`src/rtl/id_ex_stage_pkg.sv`:
```
`default_nettype none
// ============================================================================
// Module  : id_ex_stage_pkg
// Brief   : Shared widths and constants for the ID->EX pipeline register.
// Revision: 1.0 - initial release
// ============================================================================
package id_ex_stage_pkg;

  localparam int XLEN   = 32;  // operand / immediate / PC width
  localparam int REG_AW = 5;   // register address width
  localparam int CTRL_W = 12;  // opaque control bundle width

  // Architectural zero register; reads always return 0 and writes are ignored.
  localparam logic [REG_AW-1:0] REG_X0 = 5'd0;

endpackage
`default_nettype wire

```
`src/rtl/id_ex_stage_if.sv`:
```
`default_nettype none
// ============================================================================
// Module  : id_ex_stage_if
// Brief   : Bundle of ID-side, control, writeback and EX-side signals of the
//           ID->EX pipeline register. The master drives ID/WB/control and
//           observes EX; the slave is the stage itself.
// Revision: 1.0 - initial release
// ============================================================================
interface id_ex_stage_if;
  import id_ex_stage_pkg::*;

  // Decode-slot inputs
  logic              id_valid_i;
  logic [REG_AW-1:0] id_rs1_i;
  logic [REG_AW-1:0] id_rs2_i;
  logic [XLEN-1:0]   id_rd1_i;
  logic [XLEN-1:0]   id_rd2_i;
  logic [REG_AW-1:0] id_rd_i;
  logic [XLEN-1:0]   id_imm_i;
  logic [XLEN-1:0]   id_pc_i;
  logic [CTRL_W-1:0] id_ctrl_i;
  logic              id_mem_read_i;
  logic              id_reg_write_i;

  // Pipeline control
  logic              stall_i;
  logic              flush_i;

  // Writeback port (mirrors regfile WE3/A3/WD3)
  logic              wb_we_i;
  logic [REG_AW-1:0] wb_rd_i;
  logic [XLEN-1:0]   wb_data_i;

  // Execute-slot outputs
  logic              ex_valid_o;
  logic [REG_AW-1:0] ex_rs1_o;
  logic [REG_AW-1:0] ex_rs2_o;
  logic [XLEN-1:0]   ex_rs1_data_o;
  logic [XLEN-1:0]   ex_rs2_data_o;
  logic [REG_AW-1:0] ex_rd_o;
  logic [XLEN-1:0]   ex_imm_o;
  logic [XLEN-1:0]   ex_pc_o;
  logic [CTRL_W-1:0] ex_ctrl_o;
  logic              ex_mem_read_o;
  logic              ex_reg_write_o;
  logic              load_use_o;

  modport master (
    output id_valid_i, id_rs1_i, id_rs2_i, id_rd1_i, id_rd2_i, id_rd_i,
           id_imm_i, id_pc_i, id_ctrl_i, id_mem_read_i, id_reg_write_i,
           stall_i, flush_i, wb_we_i, wb_rd_i, wb_data_i,
    input  ex_valid_o, ex_rs1_o, ex_rs2_o, ex_rs1_data_o, ex_rs2_data_o,
           ex_rd_o, ex_imm_o, ex_pc_o, ex_ctrl_o, ex_mem_read_o,
           ex_reg_write_o, load_use_o
  );

  modport slave (
    input  id_valid_i, id_rs1_i, id_rs2_i, id_rd1_i, id_rd2_i, id_rd_i,
           id_imm_i, id_pc_i, id_ctrl_i, id_mem_read_i, id_reg_write_i,
           stall_i, flush_i, wb_we_i, wb_rd_i, wb_data_i,
    output ex_valid_o, ex_rs1_o, ex_rs2_o, ex_rs1_data_o, ex_rs2_data_o,
           ex_rd_o, ex_imm_o, ex_pc_o, ex_ctrl_o, ex_mem_read_o,
           ex_reg_write_o, load_use_o
  );

endinterface
`default_nettype wire

```
`src/rtl/id_ex_stage_wb_bypass_mux.sv`:
```
`default_nettype none
// ============================================================================
// Module  : wb_bypass_mux
// Brief   : Selects the in-flight writeback value over stale register-file
//           data when the writeback targets the same register. Register x0
//           always reads as zero.
// Revision: 1.0 - initial release
// ============================================================================
module wb_bypass_mux
  import id_ex_stage_pkg::*;
(
  input  wire logic [REG_AW-1:0] addr_i,
  input  wire logic [XLEN-1:0]   rf_data_i,
  input  wire logic              wb_we_i,
  input  wire logic [REG_AW-1:0] wb_rd_i,
  input  wire logic [XLEN-1:0]   wb_data_i,
  output logic      [XLEN-1:0]   data_o
);

  // x0 is hardwired; otherwise a matching writeback beats the regfile read.
  always_comb begin
    data_o = rf_data_i;
    if (addr_i == REG_X0) begin
      data_o = '0;
    end else if (wb_we_i && (wb_rd_i != REG_X0) && (wb_rd_i == addr_i)) begin
      data_o = wb_data_i;
    end
  end

endmodule
`default_nettype wire

```
`src/rtl/id_ex_stage.sv`:
```
`default_nettype none
// ============================================================================
// Module  : id_ex_stage
// Brief   : Decode->execute pipeline register with writeback bypass, held
//           operand refresh during stalls, load-use hazard detection, stall
//           and flush. Priority per edge: reset > flush > stall > load-use
//           bubble > normal load.
// Revision: 1.0 - initial release
// ============================================================================
module id_ex_stage
  import id_ex_stage_pkg::*;
(
  input  wire logic   clk,
  input  wire logic   rst,   // synchronous, active-low
  id_ex_stage_if.slave bus
);

  logic              ex_valid_q,     ex_valid_d;
  logic [REG_AW-1:0] ex_rs1_q,       ex_rs1_d;
  logic [REG_AW-1:0] ex_rs2_q,       ex_rs2_d;
  logic [XLEN-1:0]   ex_rs1_data_q,  ex_rs1_data_d;
  logic [XLEN-1:0]   ex_rs2_data_q,  ex_rs2_data_d;
  logic [REG_AW-1:0] ex_rd_q,        ex_rd_d;
  logic [XLEN-1:0]   ex_imm_q,       ex_imm_d;
  logic [XLEN-1:0]   ex_pc_q,        ex_pc_d;
  logic [CTRL_W-1:0] ex_ctrl_q,      ex_ctrl_d;
  logic              ex_mem_read_q,  ex_mem_read_d;
  logic              ex_reg_write_q, ex_reg_write_d;

  logic [XLEN-1:0]   w_ld_rs1_data;
  logic [XLEN-1:0]   w_ld_rs2_data;
  logic [XLEN-1:0]   w_rf_rs1_data;
  logic [XLEN-1:0]   w_rf_rs2_data;
  logic              w_load_use;

  // Operands entering EX from the ID slot.
  wb_bypass_mux u_ld_rs1 (
    .addr_i    (bus.id_rs1_i),
    .rf_data_i (bus.id_rd1_i),
    .wb_we_i   (bus.wb_we_i),
    .wb_rd_i   (bus.wb_rd_i),
    .wb_data_i (bus.wb_data_i),
    .data_o    (w_ld_rs1_data)
  );

  wb_bypass_mux u_ld_rs2 (
    .addr_i    (bus.id_rs2_i),
    .rf_data_i (bus.id_rd2_i),
    .wb_we_i   (bus.wb_we_i),
    .wb_rd_i   (bus.wb_rd_i),
    .wb_data_i (bus.wb_data_i),
    .data_o    (w_ld_rs2_data)
  );

  // Operands already held in EX, refreshed by writebacks while stalled.
  wb_bypass_mux u_rf_rs1 (
    .addr_i    (ex_rs1_q),
    .rf_data_i (ex_rs1_data_q),
    .wb_we_i   (bus.wb_we_i),
    .wb_rd_i   (bus.wb_rd_i),
    .wb_data_i (bus.wb_data_i),
    .data_o    (w_rf_rs1_data)
  );

  wb_bypass_mux u_rf_rs2 (
    .addr_i    (ex_rs2_q),
    .rf_data_i (ex_rs2_data_q),
    .wb_we_i   (bus.wb_we_i),
    .wb_rd_i   (bus.wb_rd_i),
    .wb_data_i (bus.wb_data_i),
    .data_o    (w_rf_rs2_data)
  );

  // A load in EX whose result is consumed by the ID instruction cannot be
  // forwarded in time; rs2 is compared even when the instruction ignores it.
  assign w_load_use = ex_valid_q && ex_mem_read_q && (ex_rd_q != REG_X0) &&
                      bus.id_valid_i &&
                      ((ex_rd_q == bus.id_rs1_i) || (ex_rd_q == bus.id_rs2_i));

  // Next EX contents: flush > stall (with refresh) > load-use bubble > load.
  always_comb begin
    ex_valid_d     = ex_valid_q;
    ex_rs1_d       = ex_rs1_q;
    ex_rs2_d       = ex_rs2_q;
    ex_rs1_data_d  = ex_rs1_data_q;
    ex_rs2_data_d  = ex_rs2_data_q;
    ex_rd_d        = ex_rd_q;
    ex_imm_d       = ex_imm_q;
    ex_pc_d        = ex_pc_q;
    ex_ctrl_d      = ex_ctrl_q;
    ex_mem_read_d  = ex_mem_read_q;
    ex_reg_write_d = ex_reg_write_q;

    if (bus.flush_i) begin
      ex_valid_d     = 1'b0;
      ex_mem_read_d  = 1'b0;
      ex_reg_write_d = 1'b0;
    end else if (bus.stall_i) begin
      ex_rs1_data_d  = w_rf_rs1_data;
      ex_rs2_data_d  = w_rf_rs2_data;
    end else begin
      ex_rs1_d       = bus.id_rs1_i;
      ex_rs2_d       = bus.id_rs2_i;
      ex_rs1_data_d  = w_ld_rs1_data;
      ex_rs2_data_d  = w_ld_rs2_data;
      ex_rd_d        = bus.id_rd_i;
      ex_imm_d       = bus.id_imm_i;
      ex_pc_d        = bus.id_pc_i;
      ex_ctrl_d      = bus.id_ctrl_i;
      // The bubble carries the ID fields but none of the side effects.
      ex_valid_d     = bus.id_valid_i     && !w_load_use;
      ex_mem_read_d  = bus.id_mem_read_i  && !w_load_use;
      ex_reg_write_d = bus.id_reg_write_i && !w_load_use;
    end
  end

  // EX pipeline register; reset empties the slot.
  always_ff @(posedge clk) begin
    if (!rst) begin
      ex_valid_q     <= 1'b0;
      ex_rs1_q       <= '0;
      ex_rs2_q       <= '0;
      ex_rs1_data_q  <= '0;
      ex_rs2_data_q  <= '0;
      ex_rd_q        <= '0;
      ex_imm_q       <= '0;
      ex_pc_q        <= '0;
      ex_ctrl_q      <= '0;
      ex_mem_read_q  <= 1'b0;
      ex_reg_write_q <= 1'b0;
    end else begin
      ex_valid_q     <= ex_valid_d;
      ex_rs1_q       <= ex_rs1_d;
      ex_rs2_q       <= ex_rs2_d;
      ex_rs1_data_q  <= ex_rs1_data_d;
      ex_rs2_data_q  <= ex_rs2_data_d;
      ex_rd_q        <= ex_rd_d;
      ex_imm_q       <= ex_imm_d;
      ex_pc_q        <= ex_pc_d;
      ex_ctrl_q      <= ex_ctrl_d;
      ex_mem_read_q  <= ex_mem_read_d;
      ex_reg_write_q <= ex_reg_write_d;
    end
  end

  assign bus.ex_valid_o     = ex_valid_q;
  assign bus.ex_rs1_o       = ex_rs1_q;
  assign bus.ex_rs2_o       = ex_rs2_q;
  assign bus.ex_rs1_data_o  = ex_rs1_data_q;
  assign bus.ex_rs2_data_o  = ex_rs2_data_q;
  assign bus.ex_rd_o        = ex_rd_q;
  assign bus.ex_imm_o       = ex_imm_q;
  assign bus.ex_pc_o        = ex_pc_q;
  assign bus.ex_ctrl_o      = ex_ctrl_q;
  assign bus.ex_mem_read_o  = ex_mem_read_q;
  assign bus.ex_reg_write_o = ex_reg_write_q;
  assign bus.load_use_o     = w_load_use;

endmodule
`default_nettype wire

```
`src/flat_wrapper.sv`:
```
// flat-port wrapper written by rule: the top's interface ports become plain ports
module id_ex_stage_flat import id_ex_stage_pkg::*;
  (clk, rst, bus_id_valid_i, bus_id_rs1_i, bus_id_rs2_i, bus_id_rd1_i, bus_id_rd2_i, bus_id_rd_i, bus_id_imm_i, bus_id_pc_i, bus_id_ctrl_i, bus_id_mem_read_i, bus_id_reg_write_i, bus_stall_i, bus_flush_i, bus_wb_we_i, bus_wb_rd_i, bus_wb_data_i, bus_ex_valid_o, bus_ex_rs1_o, bus_ex_rs2_o, bus_ex_rs1_data_o, bus_ex_rs2_data_o, bus_ex_rd_o, bus_ex_imm_o, bus_ex_pc_o, bus_ex_ctrl_o, bus_ex_mem_read_o, bus_ex_reg_write_o, bus_load_use_o);
  id_ex_stage_if bus_i ();
  input  wire logic clk;
  input  wire logic rst;
  input wire logic [$bits(bus_i.id_valid_i)-1:0] bus_id_valid_i;
  input wire logic [$bits(bus_i.id_rs1_i)-1:0] bus_id_rs1_i;
  input wire logic [$bits(bus_i.id_rs2_i)-1:0] bus_id_rs2_i;
  input wire logic [$bits(bus_i.id_rd1_i)-1:0] bus_id_rd1_i;
  input wire logic [$bits(bus_i.id_rd2_i)-1:0] bus_id_rd2_i;
  input wire logic [$bits(bus_i.id_rd_i)-1:0] bus_id_rd_i;
  input wire logic [$bits(bus_i.id_imm_i)-1:0] bus_id_imm_i;
  input wire logic [$bits(bus_i.id_pc_i)-1:0] bus_id_pc_i;
  input wire logic [$bits(bus_i.id_ctrl_i)-1:0] bus_id_ctrl_i;
  input wire logic [$bits(bus_i.id_mem_read_i)-1:0] bus_id_mem_read_i;
  input wire logic [$bits(bus_i.id_reg_write_i)-1:0] bus_id_reg_write_i;
  input wire logic [$bits(bus_i.stall_i)-1:0] bus_stall_i;
  input wire logic [$bits(bus_i.flush_i)-1:0] bus_flush_i;
  input wire logic [$bits(bus_i.wb_we_i)-1:0] bus_wb_we_i;
  input wire logic [$bits(bus_i.wb_rd_i)-1:0] bus_wb_rd_i;
  input wire logic [$bits(bus_i.wb_data_i)-1:0] bus_wb_data_i;
  output wire logic [$bits(bus_i.ex_valid_o)-1:0] bus_ex_valid_o;
  output wire logic [$bits(bus_i.ex_rs1_o)-1:0] bus_ex_rs1_o;
  output wire logic [$bits(bus_i.ex_rs2_o)-1:0] bus_ex_rs2_o;
  output wire logic [$bits(bus_i.ex_rs1_data_o)-1:0] bus_ex_rs1_data_o;
  output wire logic [$bits(bus_i.ex_rs2_data_o)-1:0] bus_ex_rs2_data_o;
  output wire logic [$bits(bus_i.ex_rd_o)-1:0] bus_ex_rd_o;
  output wire logic [$bits(bus_i.ex_imm_o)-1:0] bus_ex_imm_o;
  output wire logic [$bits(bus_i.ex_pc_o)-1:0] bus_ex_pc_o;
  output wire logic [$bits(bus_i.ex_ctrl_o)-1:0] bus_ex_ctrl_o;
  output wire logic [$bits(bus_i.ex_mem_read_o)-1:0] bus_ex_mem_read_o;
  output wire logic [$bits(bus_i.ex_reg_write_o)-1:0] bus_ex_reg_write_o;
  output wire logic [$bits(bus_i.load_use_o)-1:0] bus_load_use_o;
  assign bus_i.id_valid_i = bus_id_valid_i;
  assign bus_i.id_rs1_i = bus_id_rs1_i;
  assign bus_i.id_rs2_i = bus_id_rs2_i;
  assign bus_i.id_rd1_i = bus_id_rd1_i;
  assign bus_i.id_rd2_i = bus_id_rd2_i;
  assign bus_i.id_rd_i = bus_id_rd_i;
  assign bus_i.id_imm_i = bus_id_imm_i;
  assign bus_i.id_pc_i = bus_id_pc_i;
  assign bus_i.id_ctrl_i = bus_id_ctrl_i;
  assign bus_i.id_mem_read_i = bus_id_mem_read_i;
  assign bus_i.id_reg_write_i = bus_id_reg_write_i;
  assign bus_i.stall_i = bus_stall_i;
  assign bus_i.flush_i = bus_flush_i;
  assign bus_i.wb_we_i = bus_wb_we_i;
  assign bus_i.wb_rd_i = bus_wb_rd_i;
  assign bus_i.wb_data_i = bus_wb_data_i;
  assign bus_ex_valid_o = bus_i.ex_valid_o;
  assign bus_ex_rs1_o = bus_i.ex_rs1_o;
  assign bus_ex_rs2_o = bus_i.ex_rs2_o;
  assign bus_ex_rs1_data_o = bus_i.ex_rs1_data_o;
  assign bus_ex_rs2_data_o = bus_i.ex_rs2_data_o;
  assign bus_ex_rd_o = bus_i.ex_rd_o;
  assign bus_ex_imm_o = bus_i.ex_imm_o;
  assign bus_ex_pc_o = bus_i.ex_pc_o;
  assign bus_ex_ctrl_o = bus_i.ex_ctrl_o;
  assign bus_ex_mem_read_o = bus_i.ex_mem_read_o;
  assign bus_ex_reg_write_o = bus_i.ex_reg_write_o;
  assign bus_load_use_o = bus_i.load_use_o;
  id_ex_stage u_core (.clk(clk), .rst(rst), .bus(bus_i));
endmodule
```
`config.mk`:
```
export PLATFORM = sky130hd
export DESIGN_NAME = id_ex_stage_flat
export DESIGN_NICKNAME = d
export VERILOG_FILES = /design/src/rtl/id_ex_stage_pkg.sv /design/src/rtl/id_ex_stage_if.sv /design/src/rtl/id_ex_stage_wb_bypass_mux.sv /design/src/rtl/id_ex_stage.sv /design/src/flat_wrapper.sv
export SDC_FILE = /design/constraint.sdc
export NUM_CORES = 1
export LEC_CHECK = 0
export ABC_AREA = 1
export CAP_MARGIN = 20
export CORE_ASPECT_RATIO = 2
export CORE_MARGIN = 2
export CORE_UTILIZATION = 40
export CTS_CLUSTER_DIAMETER = 150
export DETAILED_ROUTE_END_ITERATION = 10
export DONT_BUFFER_PORTS = 1
export SKIP_CTS_REPAIR_TIMING = 1
export SYNTH_ARGS = -nofsm -noshare
export SYNTH_HDL_FRONTEND = slang
export SYNTH_SLANG_ARGS = --single-unit
```
`constraint.sdc`:
```
create_clock -name clk -period 1.82 [get_ports clk]
set_input_delay 0.364 -clock clk [delete_from_list [all_inputs] [get_ports clk]]
set_output_delay 0.364 -clock clk [all_outputs]
set_load 0.01 [all_outputs]
```
==> impl_results.md <==
- Main synth FF type: dfxtp_1
- Slowest cell delay on critical path: about 0.36 ns
- LEAKAGE: 4.53 nW
- Final setup viols: 0
- Count of input and output buffers: 0
- HPWL Detailed: around 24000 um
- Kind of critical path: reg2out
- Routed Wire Length: around 32000 um
- Pwr dens: roughly 970 mW/mm2
- Area leader, netlist: dfxtp_1
- Tot GR Track Use: 28.3%
- Multi-input gate area: around 0.0045 mm2
- Reg area: ~0.0032 mm2
- H-tree Lvls: 4
- Nets: ~1600
- Netlist cell types: 23
- Ports: roughly 360
- Asr flop ratio synth: 0%
- Fill count: about 2200
- TritonCTS clock tree: built
- Hold wc startpoint: bus_id_pc_i[6]
- Largest net degree at the start of global routing: 157
- Syn_nets: 1603
- Post-route ant nets: 0
- Critical Path AT: about 1.4 ns
- Setup repair after global routing missed its margin: true
- YS warnings: 0
- Rows: 75
- Design Area, Final: 0.00948 mm2
- Iteration-0 DRC Markers: a little under 500
- Nature of the critical path endpoint: output port
- Num CTS Buffers: 17
- Antenna diode count: 0
- Clk_skew: roughly 0.007 ns
- Tmin final: 1.80 ns
- Initial antenna violation count: 0
- Via Count: approximately 8500
- Seq cells post-synth: around 160
- Worst slew margin: 75.8%
- Most common cell after layout, fill and taps aside: nor2_1
- Post-DP Area: slightly below 0.009 mm2
- Worst reg2reg path startpoint: u_core.bus.ex_rs1_o[4]
- Insertion delay to the later sink of the worst-skew pair: approximately 0.44 ns
- Clock Path Buffers: 2
- GP Congestion: around 0.98
- Drt first pass iters: 5
- Clock Pin Slew Worst Setup and Hold Paths: ~0.07 ns
- DRC viols: 0
- FF-to-FF path depth: 8
- Worst path cell trace: xor2_1 -> a21oi_2 -> nand3_1 -> nand2_2 -> nand2_4 -> inv_2
- Final Hold Vio Count: 0
- Worst Hold Depth: 2
- Die span in x: around 110 um
- Top post-synthesis cells by area: dfxtp_1, nor2_1, nand2_1, nand3_1, o21ai_0
- Post-synth top area share: 37.2%
- Fraction of layout cells with a size suffix above 1: 7.68%
- First-pass GRT wire length: about 48000 um
- Worst min path class: in2reg
- Required time of the critical path: about 1.5 ns
- Max-cap violations: 0
- Core Area: around 0.021 mm2
- Post-synth EDFFs: 0
- Hold Slack: between 0.05 and 0.06 ns
- Worst r2r dst: u_core.bus.ex_rs1_data_o[17]
- Sequential share of the synthesized area: about 37%
- Final Cycle Share: between 90% and 100%
- Max Slew Vio Count: 0
- Hold path endpoint: u_core.bus.ex_pc_o[6]
- Crit path max fanout: 5
- Number of global-route vias before repair: 8660
- Max Clock Freq: ~550 MHz
- Chip Height: roughly 210 um
- Initial Util: about two fifths
- CTS sink cnt: 158
- Root Buffer: clkbuf_16
- DR WL/cell: ~19 um
- Die area: ~0.023 mm2
- Status: complete, no violations
- Instance count of the mapped netlist: approximately 1400
- P&R area growth vs syn: 11.4%
- Setup TNS: 0 ns
- Nature of the critical path startpoint: flop
- Commonest non-fill, non-tap cells in the layout: nor2_1, nand2_1, dfxtp_1
- Worst-Margin Slew: ~0.36 ns
- VDD IR max: between 0.7 and 0.8 mV
- GR Overflow Total: 0
- Syn Std Cell Area: ~0.0085 mm2
- Critical Path Slowest Stage Cell: dfxtp_4
- R2R setup slack: 0.17 ns
- Via/cell ratio: 5.18
- Synthesized area per cell: between 6 and 7 um2
-- power breakdown --
| group | switching, W | internal, W | total [W] |
|---|---|---|---|
| registers | 0.000346 | 0.00373 | 0.00408 |
| clock network | 0.00159 | 0.00208 | 0.00368 |
| logic | 0.000915 | 0.000543 | 0.00146 |
| total | 0.00285 | 0.00636 | 0.00922 |
-- cells by family (layout without fill, tap and decap cells) --
logic type	after synthesis	after routing	share of synthesized area (%)
buf+inv	218	195	11.3
simple gates	893	893	42.9
compound gates	116	116	6.82
xor+xnor	18	18	1.85
flops	158	158	37.2
-- stage by stage --
stage	std cells	worst slack (ns)	util [%]	total power [W]
after global placement	1610	0.110	41.9	0.00557
final	1649	0.0157	45.3	0.00922
after CTS	1642	-0.255	44.7	0.00924
after detailed placement	1610	0.111	41.9	0.00559
after floorplan	1403	0.310	-	0.00520
after global routing	1649	-0.0521	45.3	0.00961
-- cell usage after synthesis, types with 2 or more instances --
library cell    n
nand3_1       103
nand2_1       306
xnor2_1         7
buf_4           7
nor2_4          2
xor2_1         11
a21oi_1        18
nand4_1        35
nand3_2         2
dfxtp_1       158
buf_2          21
inv_2           5
nor2_1        434
nand2_4         5
clkbuf_1       43
nor2_2          2
nand3b_1        2
o21ai_0        98
buf_6          12
inv_1         120
buf_1          10
-- how the worst max path moves through the flow --
stage | startpoint | end | cells after the start
finish | u_core.bus.ex_rd_o[1] | bus_load_use_o | 6
global route | u_core.bus.ex_rd_o[3] | bus_load_use_o | 6
CTS | u_core.bus.ex_rd_o[4] | bus_load_use_o | 6
detailed placement | u_core.bus.ex_rs1_o[4] | u_core.bus.ex_rs1_data_o[1] | 8
global placement | u_core.bus.ex_rs1_o[4] | u_core.bus.ex_rs1_data_o[18] | 8
floorplan | bus_wb_rd_i[4] | u_core.bus.ex_rs2_data_o[10] | 11
-- state kept, by name, indices dropped and copies added (netlist names), 5 cells and up --
| register | flops |
|---|---|
| u_core.bus.ex_rs1_o | 5 |
| u_core.bus.ex_rs1_data_o | 32 |
| u_core.bus.ex_rs2_data_o | 32 |
| u_core.bus.ex_ctrl_o | 12 |
| u_core.bus.ex_pc_o | 32 |
| u_core.bus.ex_imm_o | 32 |
| u_core.bus.ex_rs2_o | 5 |
| u_core.bus.ex_rd_o | 5 |
-- layer usage --
layer	global-route usage, %	up-vias	part of all wire, %
met5	0	-	0
li1	-	4237	-
met2	56.0	359	57
met1	23.5	3863	29
met3	9.21	80	8.8
met4	15.9	0	5.0
-- area by class of cell --
class	count	share of cell area, %
inverters	125	4.95
clock buffers	18	4.63
clock inverters	14	1.64
multi-input cells	1027	47.0
flip-flops and latches	158	33.6
well taps	269	3.55
repair buffers	38	4.72
-- worst max-delay path: cells and delay by family (launching register included) --
kind	cells	cell delay [ns]
AO/OA/AOI/OAI	1	0.12
XOR/XNOR	1	0.15
buffers and inverters	1	0.07
flip-flops	1	0.36
AND/OR/NAND/NOR	3	0.30
(Power assumes the default switching activity.)
